`src/rtl/argmax_seq_ctrl.sv`:
```
// argmax_seq_ctrl
//   Sequential argmax over N signed class scores. The scores arrive one per
//   beat on a valid/ready stream, and beat k carries class k. A running maximum
//   is kept. When the last beat has been taken, the winning index and its
//   score are presented and held until the downstream accepts them.
//
// Ports
//   clk        system clock, rising edge
//   rst        asynchronous active-high reset
//   start      begin a new inference (only looked at in IDLE)
//   busy       high while accumulating or holding a result
//   in_valid   score beat valid
//   in_ready   controller can accept a score (ACCUM only)
//   in_data    signed class score
//   out_valid  result valid, held until out_ready
//   out_ready  downstream accepts the result
//   max_index  index of the maximum score (registered)
//   max_value  maximum score, signed (registered)
module argmax_seq_ctrl #(
   parameter int N     = 4,
   parameter int WIDTH = 16
) (
   input  logic                  clk,
   input  logic                  rst,
   input  logic                  start,
   output logic                  busy,
   input  logic                  in_valid,
   output logic                  in_ready,
   input  logic [WIDTH-1:0]      in_data,
   output logic                  out_valid,
   input  logic                  out_ready,
   output logic [$clog2(N)-1:0]  max_index,
   output logic [WIDTH-1:0]      max_value
);

   localparam int IW = $clog2(N);
   localparam logic [IW-1:0] LAST = IW'(N - 1);

   typedef enum logic [1:0] {
      IDLE  = 2'd0,
      ACCUM = 2'd1,
      DONE  = 2'd2
   } state_t;

   state_t           state_reg, state_next;
   logic [IW-1:0]    count_reg;
   logic [IW-1:0]    max_index_reg;
   logic [WIDTH-1:0] max_value_reg;
   logic             accept;
   logic             take_beat;

   // Next state and handshake outputs. All of these depend only on the state
   // register and the control inputs. No path runs from in_data to an output.
   always_comb begin
      state_next = state_reg;
      in_ready   = 1'b0;
      out_valid  = 1'b0;
      busy       = 1'b0;
      accept     = 1'b0;
      case (state_reg)
         IDLE: begin
            if (start) state_next = ACCUM;
         end
         ACCUM: begin
            in_ready = 1'b1;
            busy     = 1'b1;
            accept   = in_valid;
            if (in_valid && (count_reg == LAST)) state_next = DONE;
         end
         DONE: begin
            out_valid = 1'b1;
            busy      = 1'b1;
            if (out_ready) state_next = IDLE;
         end
         default: state_next = IDLE;
      endcase
   end

   // The first beat always loads. A later beat replaces the maximum only when
   // it is strictly greater. Equal scores keep the earlier, lower index.
   assign take_beat = (count_reg == '0) ||
                      ($signed(in_data) > $signed(max_value_reg));

   always_ff @(posedge clk or posedge rst) begin
      if (rst) begin
         state_reg     <= IDLE;
         count_reg     <= '0;
         max_index_reg <= '0;
         max_value_reg <= '0;
      end else begin
         state_reg <= state_next;
         if ((state_reg == IDLE) && start) begin
            count_reg     <= '0;
            max_index_reg <= '0;
            max_value_reg <= '0;
         end else if (accept) begin
            count_reg <= (count_reg == LAST) ? '0 : count_reg + IW'(1);
            if (take_beat) begin
               max_index_reg <= count_reg;
               max_value_reg <= in_data;
            end
         end
      end
   end

   assign max_index = max_index_reg;
   assign max_value = max_value_reg;

endmodule

```
`config.mk`:
```
export PLATFORM = sky130hd
export DESIGN_NAME = argmax_seq_ctrl
export DESIGN_NICKNAME = d
export VERILOG_FILES = /design/src/rtl/argmax_seq_ctrl.sv
export SDC_FILE = /design/constraint.sdc
export NUM_CORES = 1
export LEC_CHECK = 0
export ABC_AREA = 0
export BUFFER_PORTS_ARGS = -buffer_cell sky130_fd_sc_hd__buf_2
export CORE_ASPECT_RATIO = 0.7
export CORE_MARGIN = 2
export CORE_UTILIZATION = 47
export DETAILED_ROUTE_END_ITERATION = 12
export PLACE_DENSITY = 0.75
export SLEW_MARGIN = 15
export SYNTH_ARGS = -nofsm -noshare
export SYNTH_HDL_FRONTEND = slang
export SYNTH_SLANG_ARGS = --single-unit
```
`constraint.sdc`:
```
create_clock -name clk -period 1.8 [get_ports clk]
set_input_delay 0.36 -clock clk [delete_from_list [all_inputs] [get_ports clk]]
set_output_delay 0.36 -clock clk [all_outputs]
set_load 0.05 [all_outputs]
```
==> metrics.csv, run 1 <==
metric,value,unit
status,finished with violations,
violations,setup timing,
slowest_stage,dfrtp_2,
ys_ff_latch,22,
cts_root_buf,clkbuf_8,
worst_pin_slew,0.415,ns
holdCritPathClass,in -> async,
place_ws,-0.232,ns
wl_met3,161,um
cp_data_required_time,1.97,ns
drive_gt1_share,62.7,%
layout_commonest_cell,buf_2,
antenna_found_initial,0,
fp.dieArea,0.00383,mm2
met2_wirelength,2.56,mm
overflow,0,
endpoint_kind,flip-flop,
viasPerCell,5.45,
skew,0.00194,ns
synth.avg_cell_area,8.99,um2
grt_use_total,24.8,%
cp-start-kind,flip-flop,
port_buffers,41,
area_growth,62.5,%
cp_cell_sequence,inv_2 > ha_4 > nand4_4 > a211oi_2 > o21ai_1 > a41o_4 > buf_6 > o22ai_1,
cts_tree,done,
cellLeakagePower,1.21,nW
htreeDepth,1,
drv_cap,0,
gp_congestion,0.822,
arrival,2.13,ns
clock_latency,0.26,ns
drt_iter0_drc,84,
max_slew_margin,72.0,%
finalMaxSlewViolations,0,
drc,0,
powerDensity,1650,mW/mm2
final.setup.worst_slack,-0.159,ns
syn_nets,218,
cts_buffers,3,
drt_first_pass_iters,5,
grt_pass1_vias,1577,
vias,1596,
drt_wl_total,4.75,mm
avgRoutedWirePerCell,16.2,um
ys_seq_area_share,35.0,%
yosysTopAreaCell,dfrtp_1,
r2r_setup_slack,-0.16,ns
antenna_cells,0,
synth_top_area_share,35.0,%
synth.area.top_cells,"dfrtp_1 35%, ha_1 18%, inv_1 9.3%, nand2_1 6.7%, o22ai_1 6.4%",
die_h,52.4,um
start_util,49.6,%
min_period,1.96,ns
cp_slowest_stage_delay,0.39,ns
fin_crit_sh,109,%
cts_sinks,22,
clk_path_buf_depth,2,
pin_count,42,
fin_nets,299,
largest_reg_flops,16,
hpwl,3.15,mm
drtAntennaViolNets,0,
setup_violations,18,
syn_area,0.00157,mm2
syn_inst,175,
ys_types,31,
rows,17,
highest_layer,met4,
path_max_fanout,5,
final_cell_mix,"41 x buf_2, 32 x buf_4, 27 x nand2_1",
timing.final.hold_violations,0,
grt_pass1_wl,7.13,mm
path_class,reg -> reg,
met1_length,1.98,mm
core_region_area,0.00317,mm2
grt_setup_unrepaired,true,
synth_warnings,0,
final_core_util,80.7,%
clock.fmax,511,MHz
path_clk_slew,0.08,ns
peakVddDrop,0.00111,V
die-width,73.1,um
grt_max_degree,23,
n_fill_cell,183,
## repair_timing
| item | CTS | global route |
|---|---|---|
| pin swaps | 4 | 9 |
| cloned | 2 | 0 |
| buffers inserted | 1 | 4 |
| setup endpoints to repair | 18 | 18 |
| resized for setup | 23 | 11 |
| hold buffers | 0 | 0 |
## cell families (layout without fill, tap and decap cells)
kind of cell	Yosys count	after routing	synth area share, %
multiplexers	1	1	0.636
AO/OA/AOI/OAI	39	39	18.7
adder cells (fa/ha/maj)	22	22	17.5
buffers and inverters	44	124	12.1
flip-flops	22	22	35.0
AND/OR/NAND/NOR	47	47	16.1
## per-layer routing
| metal | vias to the layer above | global-route usage, % |
|---|---|---|
| met5 | - | 0 |
| met2 | 49 | 46.1 |
| met3 | 6 | 5.19 |
| met4 | 0 | 4.94 |
| li1 | 748 | - |
| met1 | 793 | 29.5 |
## report_power, final
part | internal, W | switching, W
Clock | 0.000297 | 0.000160
Combinational | 0.00125 | 0.00168
Sequential | 0.000688 | 0.000147
Total | 0.00223 | 0.00199
## cell usage after synthesis
cell       count
nor4_4         1
nand4_1        2
mux2i_1        1
inv_1         39
o22ai_1       16
a211oi_2       1
or3_1          1
o21a_1         1
a41o_1         1
o22a_1         1
buf_6          3
o311ai_4       1
o221ai_1       1
a21oi_1        9
nor3_2         2
a211oi_1       1
nand4_4        1
o21ai_0        3
nand2b_1       2
o22ai_2        3
buf_2          1
o2111ai_2      1
nor3_1         1
nor2_1         4
clkbuf_2       1
dfrtp_1       22
and2_1         1
nand2_1       28
ha_1          22
nand3_1        3
nand4_2        1
## final timing paths
kind / startpoint / end / cells after the start
worst max-delay path: max_value[7]$_DFFE_PP0P_ / max_value[14]$_DFFE_PP0P_ / 8
worst min-delay path: rst / max_value[13]$_DFFE_PP0P_ / 3
worst min register to register: max_index[1]$_DFFE_PP0P_ / max_index[1]$_DFFE_PP0P_ / 2
max in group asynchronous: rst / max_value[1]$_DFFE_PP0P_ / 3
min in group clk: start / count_reg[1]$_DFFE_PP0P_ / 2
worst max register to register: max_value[7]$_DFFE_PP0P_ / max_value[14]$_DFFE_PP0P_ / 8
## per-stage QoR
step | power [W] | hold slack (ns) | instance area (um2) | std cells | TNS [ns]
after global routing | 0.00448 | 0.149 | 2560 | 293 | -3.70
final | 0.00423 | 0.120 | 2560 | 293 | -2.11
after global placement | 0.00311 | 0.407 | 2230 | 282 | -2.69
after detailed placement | 0.00319 | 0.415 | 2230 | 282 | -3.42
after CTS | 0.00394 | 0.127 | 2430 | 289 | -2.34
after floorplan | 0.00252 | 0.348 | 1770 | 175 | -3.35
## final cells by class
cell class / count / area [um2] / area share (%)
clock inverters: 1 / 30.0 / 1.17
multi-input cells: 109 / 1170 / 45.7
clock buffers: 3 / 41.3 / 1.62
flip-flops and latches: 22 / 571 / 22.3
well taps: 38 / 47.5 / 1.86
repair buffers: 81 / 553 / 21.6
inverters: 39 / 146 / 5.73
## critical path, delay by kind of cell (launching register included)
kind,cells,cell delay (ns)
DFF,1,0.39
and+or+nand+nor,1,0.15
AOI/OAI and AO/OA,4,0.86
buffers and inverters,2,0.20
adders and majority gates,1,0.28
Power figures use the tool's default switching activity.
==> run 2: changes to the inputs <==
--- a/config.mk
+++ b/config.mk
@@ -10,6 +10,7 @@
 export CORE_ASPECT_RATIO = 0.7
 export CORE_MARGIN = 2
 export CORE_UTILIZATION = 47
+export CTS_BUF_LIST = sky130_fd_sc_hd__clkbuf_16
 export DETAILED_ROUTE_END_ITERATION = 12
 export PLACE_DENSITY = 0.75
 export SLEW_MARGIN = 15
==> run 2 against run 1 <==
  * The flow still finishes with violations (setup timing)
  * Core utilization increased by 1.2 points
  * Hold slack improved by 0.0057 ns
  * Die area is the same
  * Sequential share of layout area shrank 0.32 points
  * Final cell count increased by 0.68%
  * Clock power is 37% higher
  * Clock skew up 0.00095 ns
  * Routed wire length increased by 12%
  * Combinational power is 2% higher
  * Sequential power rose by 1%
  * Setup slack worse by 0.0079 ns
  * Critical path depth rose by 1
  * Critical endpoint is now max_value[15]$_DFFE_PP0P_
  * Largest power group unchanged
  * Highest routed layer unchanged
==> metrics.csv, run 2 (same netlist as run 1, synthesis figures left out) <==
metric,value,unit
status,finished with violations,
violations,setup timing,
place_area,0.00223,mm2
cts_sinks,22,
arrival,2.15,ns
path_clk_slew,0.06,ns
cts_buffers,3,
fp.dieArea,0.00383,mm2
n_fill_cell,168,
antenna_cells,0,
final_cell_mix,"41 x buf_2, 36 x buf_4, 28 x nand2_1",
drive_gt1_share,63.0,%
layout_commonest_cell,buf_2,
ctsHoldBuffers,0,
cts_root_buf,clkbuf_16,
cts_tree,done,
min_period,1.97,ns
port_buffers,41,
htreeDepth,1,
drt_iter0_drc,119,
skew,0.00289,ns
gp_congestion,0.822,
antenna_found_initial,0,
largest_reg_flops,16,
endpoint_kind,flip-flop,
drtAntennaViolNets,0,
drc,0,
cellLeakagePower,1.23,nW
peakVddDrop,0.00101,V
pin_count,42,
path_class,reg -> reg,
overflow,0,
crit_top_cell,buf_12,
holdCritPathClass,in -> async,
reg2regPathDepth,9,
worst_pin_slew,0.334,ns
grt_max_degree,23,
grt_use_total,24.6,%
timing.final.hold_violations,0,
multiInputGateArea,0.00116,mm2
holdWs,0.125,ns
area_growth,64.9,%
vias,1601,
slowest_stage,dfrtp_2,
drt_wl_total,5.30,mm
cp-start-kind,flip-flop,
die-width,73.1,um
viasPerCell,5.43,
powerDensity,1720,mW/mm2
ff_latch_area,571,um2
final.setup.worst_slack,-0.167,ns
cp_cell_sequence,inv_2 > ha_4 > nand4_1 > nor4_4 > buf_4 > o311ai_4 > buf_12 > buf_12 > o22ai_2,
core_region_area,0.00317,mm2
r2r-start,max_value[9]$_DFFE_PP0P_,
layout.cells.non_filler,295,
start_util,49.6,%
clock_latency,0.26,ns
drt_first_pass_iters,4,
clock.fmax,508,MHz
post-route-cell-area,0.00259,mm2
setup_violations,18,
path_max_fanout,7,
grt_pass1_vias,1569,
rows,17,
fin_crit_sh,109,%
dp_cells,282,
clk_path_buf_depth,2,
grt_setup_unrepaired,true,
grt_pass1_wl,7.10,mm
hpwl,3.15,mm
die_h,52.4,um
max_slew_margin,77.5,%
cp_data_required_time,1.99,ns
avgRoutedWirePerCell,18.0,um
drv_cap,0,
cp_slowest_stage_delay,0.39,ns
r2r_setup_slack,-0.17,ns
r2r_end,max_value[15]$_DFFE_PP0P_,
finalMaxSlewViolations,0,
fin_nets,301,
## run 2: worst max path at each step
stage / start / slack [ns] / depth (start not counted) / endpoint
global route: max_value[11]$_DFFE_PP0P_ / -0.26 / 9 / max_value[15]$_DFFE_PP0P_
detailed placement: in_data[14] / -0.23 / 8 / max_index[1]$_DFFE_PP0P_
finish: max_value[9]$_DFFE_PP0P_ / -0.17 / 9 / max_value[15]$_DFFE_PP0P_
global placement: in_data[14] / -0.17 / 8 / max_value[5]$_DFFE_PP0P_
floorplan: max_value[9]$_DFFE_PP0P_ / -0.23 / 9 / max_value[9]$_DFFE_PP0P_
CTS: max_value[15]$_DFFE_PP0P_ / -0.14 / 9 / max_index[1]$_DFFE_PP0P_
## run 2: worst max-delay path: cells and delay by family, from the launching register on
| kind | cells | cell delay [ns] |
|---|---|---|
| flops | 1 | 0.39 |
| simple gates | 2 | 0.52 |
| compound gates | 2 | 0.19 |
| buf+inv | 4 | 0.54 |
| fa+ha+maj | 1 | 0.27 |
## run 2: repair_timing
item | 4_1_cts | 5_1_grt
setup buffers | 1 | 6
endpoints found under the setup margin | 18 | 18
pin swaps | 4 | 8
resized for setup | 14 | 20
endpoints found under the hold margin | 0 | 0
gates cloned | 0 | 2
## run 2: report_power, final
group	total (W)	leakage [nW]	switching (W)	internal, W
Sequential	0.000846	0.268	0.000157	0.000689
Clock	0.000628	0.0511	0.000186	0.000442
Combinational	0.00298	0.907	0.00173	0.00125
## run 2: final cells by class
class                   count  share of cell area [%]
multi-input cells         109                    44.9
flip-flops and latches     22                    22.0
repair buffers             83                    21.6
inverters                  39                    5.64
clock buffers               3                    2.89
well taps                  38                    1.83
clock inverters             1                    1.16
## run 2: layer usage
| metal | GRT usage [%] | part of all wire, % | up-vias |
|---|---|---|---|
| met4 | 6.48 | 2.9 | 0 |
| met5 | 0 | 0 | - |
| met2 | 45.5 | 53 | 55 |
| met1 | 29.2 | 40 | 779 |
| li1 | - | - | 753 |
| met3 | 4.81 | 4.0 | 14 |
## run 2: metrics by stage
step                      setup WS (ns)  util (%)  total power [W]  setup TNS [ns]
final                            -0.167      81.8          0.00445           -2.79
after global routing             -0.257      81.8          0.00468           -4.20
after CTS                        -0.141      76.4          0.00404           -2.22
after detailed placement         -0.232      70.3          0.00319           -3.42
after global placement           -0.175      70.3          0.00311           -2.69
after floorplan                  -0.231         -          0.00252           -3.35
==> run 3: changes to the inputs <==
--- a/config.mk
+++ b/config.mk
@@ -12,6 +12,7 @@
 export CORE_UTILIZATION = 47
 export CTS_BUF_LIST = sky130_fd_sc_hd__clkbuf_16
 export DETAILED_ROUTE_END_ITERATION = 12
+export MAX_ROUTING_LAYER = met4
 export PLACE_DENSITY = 0.75
 export SLEW_MARGIN = 15
 export SYNTH_ARGS = -nofsm -noshare
==> run 3 against run 2 <==
  * Global-route usage grew 0.66 points
  * Largest power group unchanged
  * Register-to-register slack lost 0.03 ns
  * The flow still finishes with violations (setup timing)
  * Power grew 0.56%
  * Critical endpoint is now max_value[7]$_DFFE_PP0P_
  * Setup slack lost 0.027 ns
  * Sequential share of layout area is essentially flat
  * First-iteration DRC count shrank 21%
  * Sequential power shrank 1%
  * Flip-flop and latch count is the same
  * Hold slack gained 0.015 ns
  * Routed wire length grew 2.3%
==> metrics.csv, run 3 (same netlist as run 1, synthesis figures left out) <==
metric,value,unit
status,finished with violations,
violations,setup timing,
fin_crit_sh,111,%
dp_cells,282,
endpoint_kind,flip-flop,
fin_nets,301,
skew,0.00132,ns
largest_reg_flops,16,
drv_cap,0,
path_max_fanout,4,
place_ws,-0.232,ns
arrival,2.14,ns
setup_violations,18,
cp-start-kind,flip-flop,
holdCritPathClass,in -> async,
antenna_cells,0,
cts_buffers,3,
timing.final.hold_violations,0,
path_class,reg -> reg,
drc,0,
core_region_area,0.00317,mm2
cts_tree,done,
antenna_found_initial,0,
fp.dieArea,0.00383,mm2
drive_gt1_share,63.0,%
max_slew_margin,77.9,%
cts_sinks,22,
worst_pin_slew,0.329,ns
vias,1678,
ctsHoldBuffers,0,
pin_count,42,
viasPerCell,5.69,
finalMaxSlewViolations,0,
clk_path_buf_depth,2,
htreeDepth,1,
grt_pass1_vias,1568,
clock_latency,0.26,ns
rows,17,
cts_root_buf,clkbuf_16,
powerDensity,1730,mW/mm2
layout.cells.non_filler,295,
p_total,0.00448,W
min_period,1.99,ns
avgRoutedWirePerCell,18.4,um
drtAntennaViolNets,0,
grt_pass1_wl,7.10,mm
r2r-start,max_value[7]$_DFFE_PP0P_,
die-width,73.1,um
holdWs,0.140,ns
overflow,0,
start_util,49.6,%
drt_first_pass_iters,4,
cp_data_required_time,1.95,ns
hpwl,3.15,mm
final_cell_mix,"41 x buf_2, 36 x buf_4, 28 x nand2_1",
grt_use_total,25.3,%
peakVddDrop,0.00105,V
path_clk_slew,0.06,ns
area_growth,65.1,%
cellLeakagePower,1.23,nW
port_buffers,41,
grt_setup_unrepaired,true,
layout_commonest_cell,buf_2,
drt_wl_total,5.43,mm
final.setup.worst_slack,-0.194,ns
gp_congestion,0.834,
die_h,52.4,um
crit_start,max_value[7]$_DFFE_PP0P_,
drt_iter0_drc,94,
grt_max_degree,23,
clock.fmax,501,MHz
run 3: cell count changes in the layout (fill, tap and decap cells not counted):
cell	delta
nor2_4	-1
nor2_2	+1
o22ai_4	+1
o22ai_2	-1
run 3: final cells by class:
class | count | area [um2]
multi-input cells | 109 | 1170
fillers | 170 | 573
flip-flops and latches | 22 | 571
repair buffers | 83 | 561
inverters | 39 | 146
clock buffers | 3 | 75.1
well taps | 38 | 47.5
clock inverters | 1 | 30.0
run 3: worst max-delay path, cell delays in order (launching register included):
cell      delay (ns)
dfrtp_2         0.42
inv_2           0.07
ha_4            0.21
a21oi_1         0.26
o221ai_2        0.18
o21ai_1         0.18
a41o_2          0.29
buf_4           0.18
o22ai_2         0.09
run 3: layer usage:
layer  up-vias  GRT usage (%)  share of wire, %
met5         -              -                 0
met4         0           6.48               3.9
met3        20           4.81               4.9
met2        82           45.5                52
met1       820           29.2                40
li1        756              -                 -
run 3: through the flow:
step	TNS [ns]	utilization [%]	instance area, um2
after CTS	-2.22	76.4	2420
after detailed placement	-3.42	70.3	2230
after floorplan	-3.35	-	1770
after global placement	-2.69	70.3	2230
final	-3.16	81.9	2600
after global routing	-3.96	81.9	2600
run 3: timing repair:
action | CTS | global route
gates resized for setup | 14 | 20
buffers inserted | 1 | 6
setup endpoints to repair | 18 | 18
pin swaps | 4 | 7
cloned | 0 | 2
run 3: final timing paths:
check	end	slack (ns)	depth (start not counted)
max	max_value[7]$_DFFE_PP0P_	-0.19	8
min	max_value[13]$_DFFE_PP0P_	0.14	3
max reg2reg	max_value[7]$_DFFE_PP0P_	-0.19	8
min reg2reg	max_index[0]$_DFFE_PP0P_	0.58	2
max in group asynchronous	max_value[1]$_DFFE_PP0P_	1.42	3
min in group clk	count_reg[1]$_DFFE_PP0P_	0.32	2
run 3: power by group:
group | internal, W | switching, W
clock network | 0.000442 | 0.000190
registers | 0.000689 | 0.000147
logic | 0.00126 | 0.00175
total | 0.00239 | 0.00209
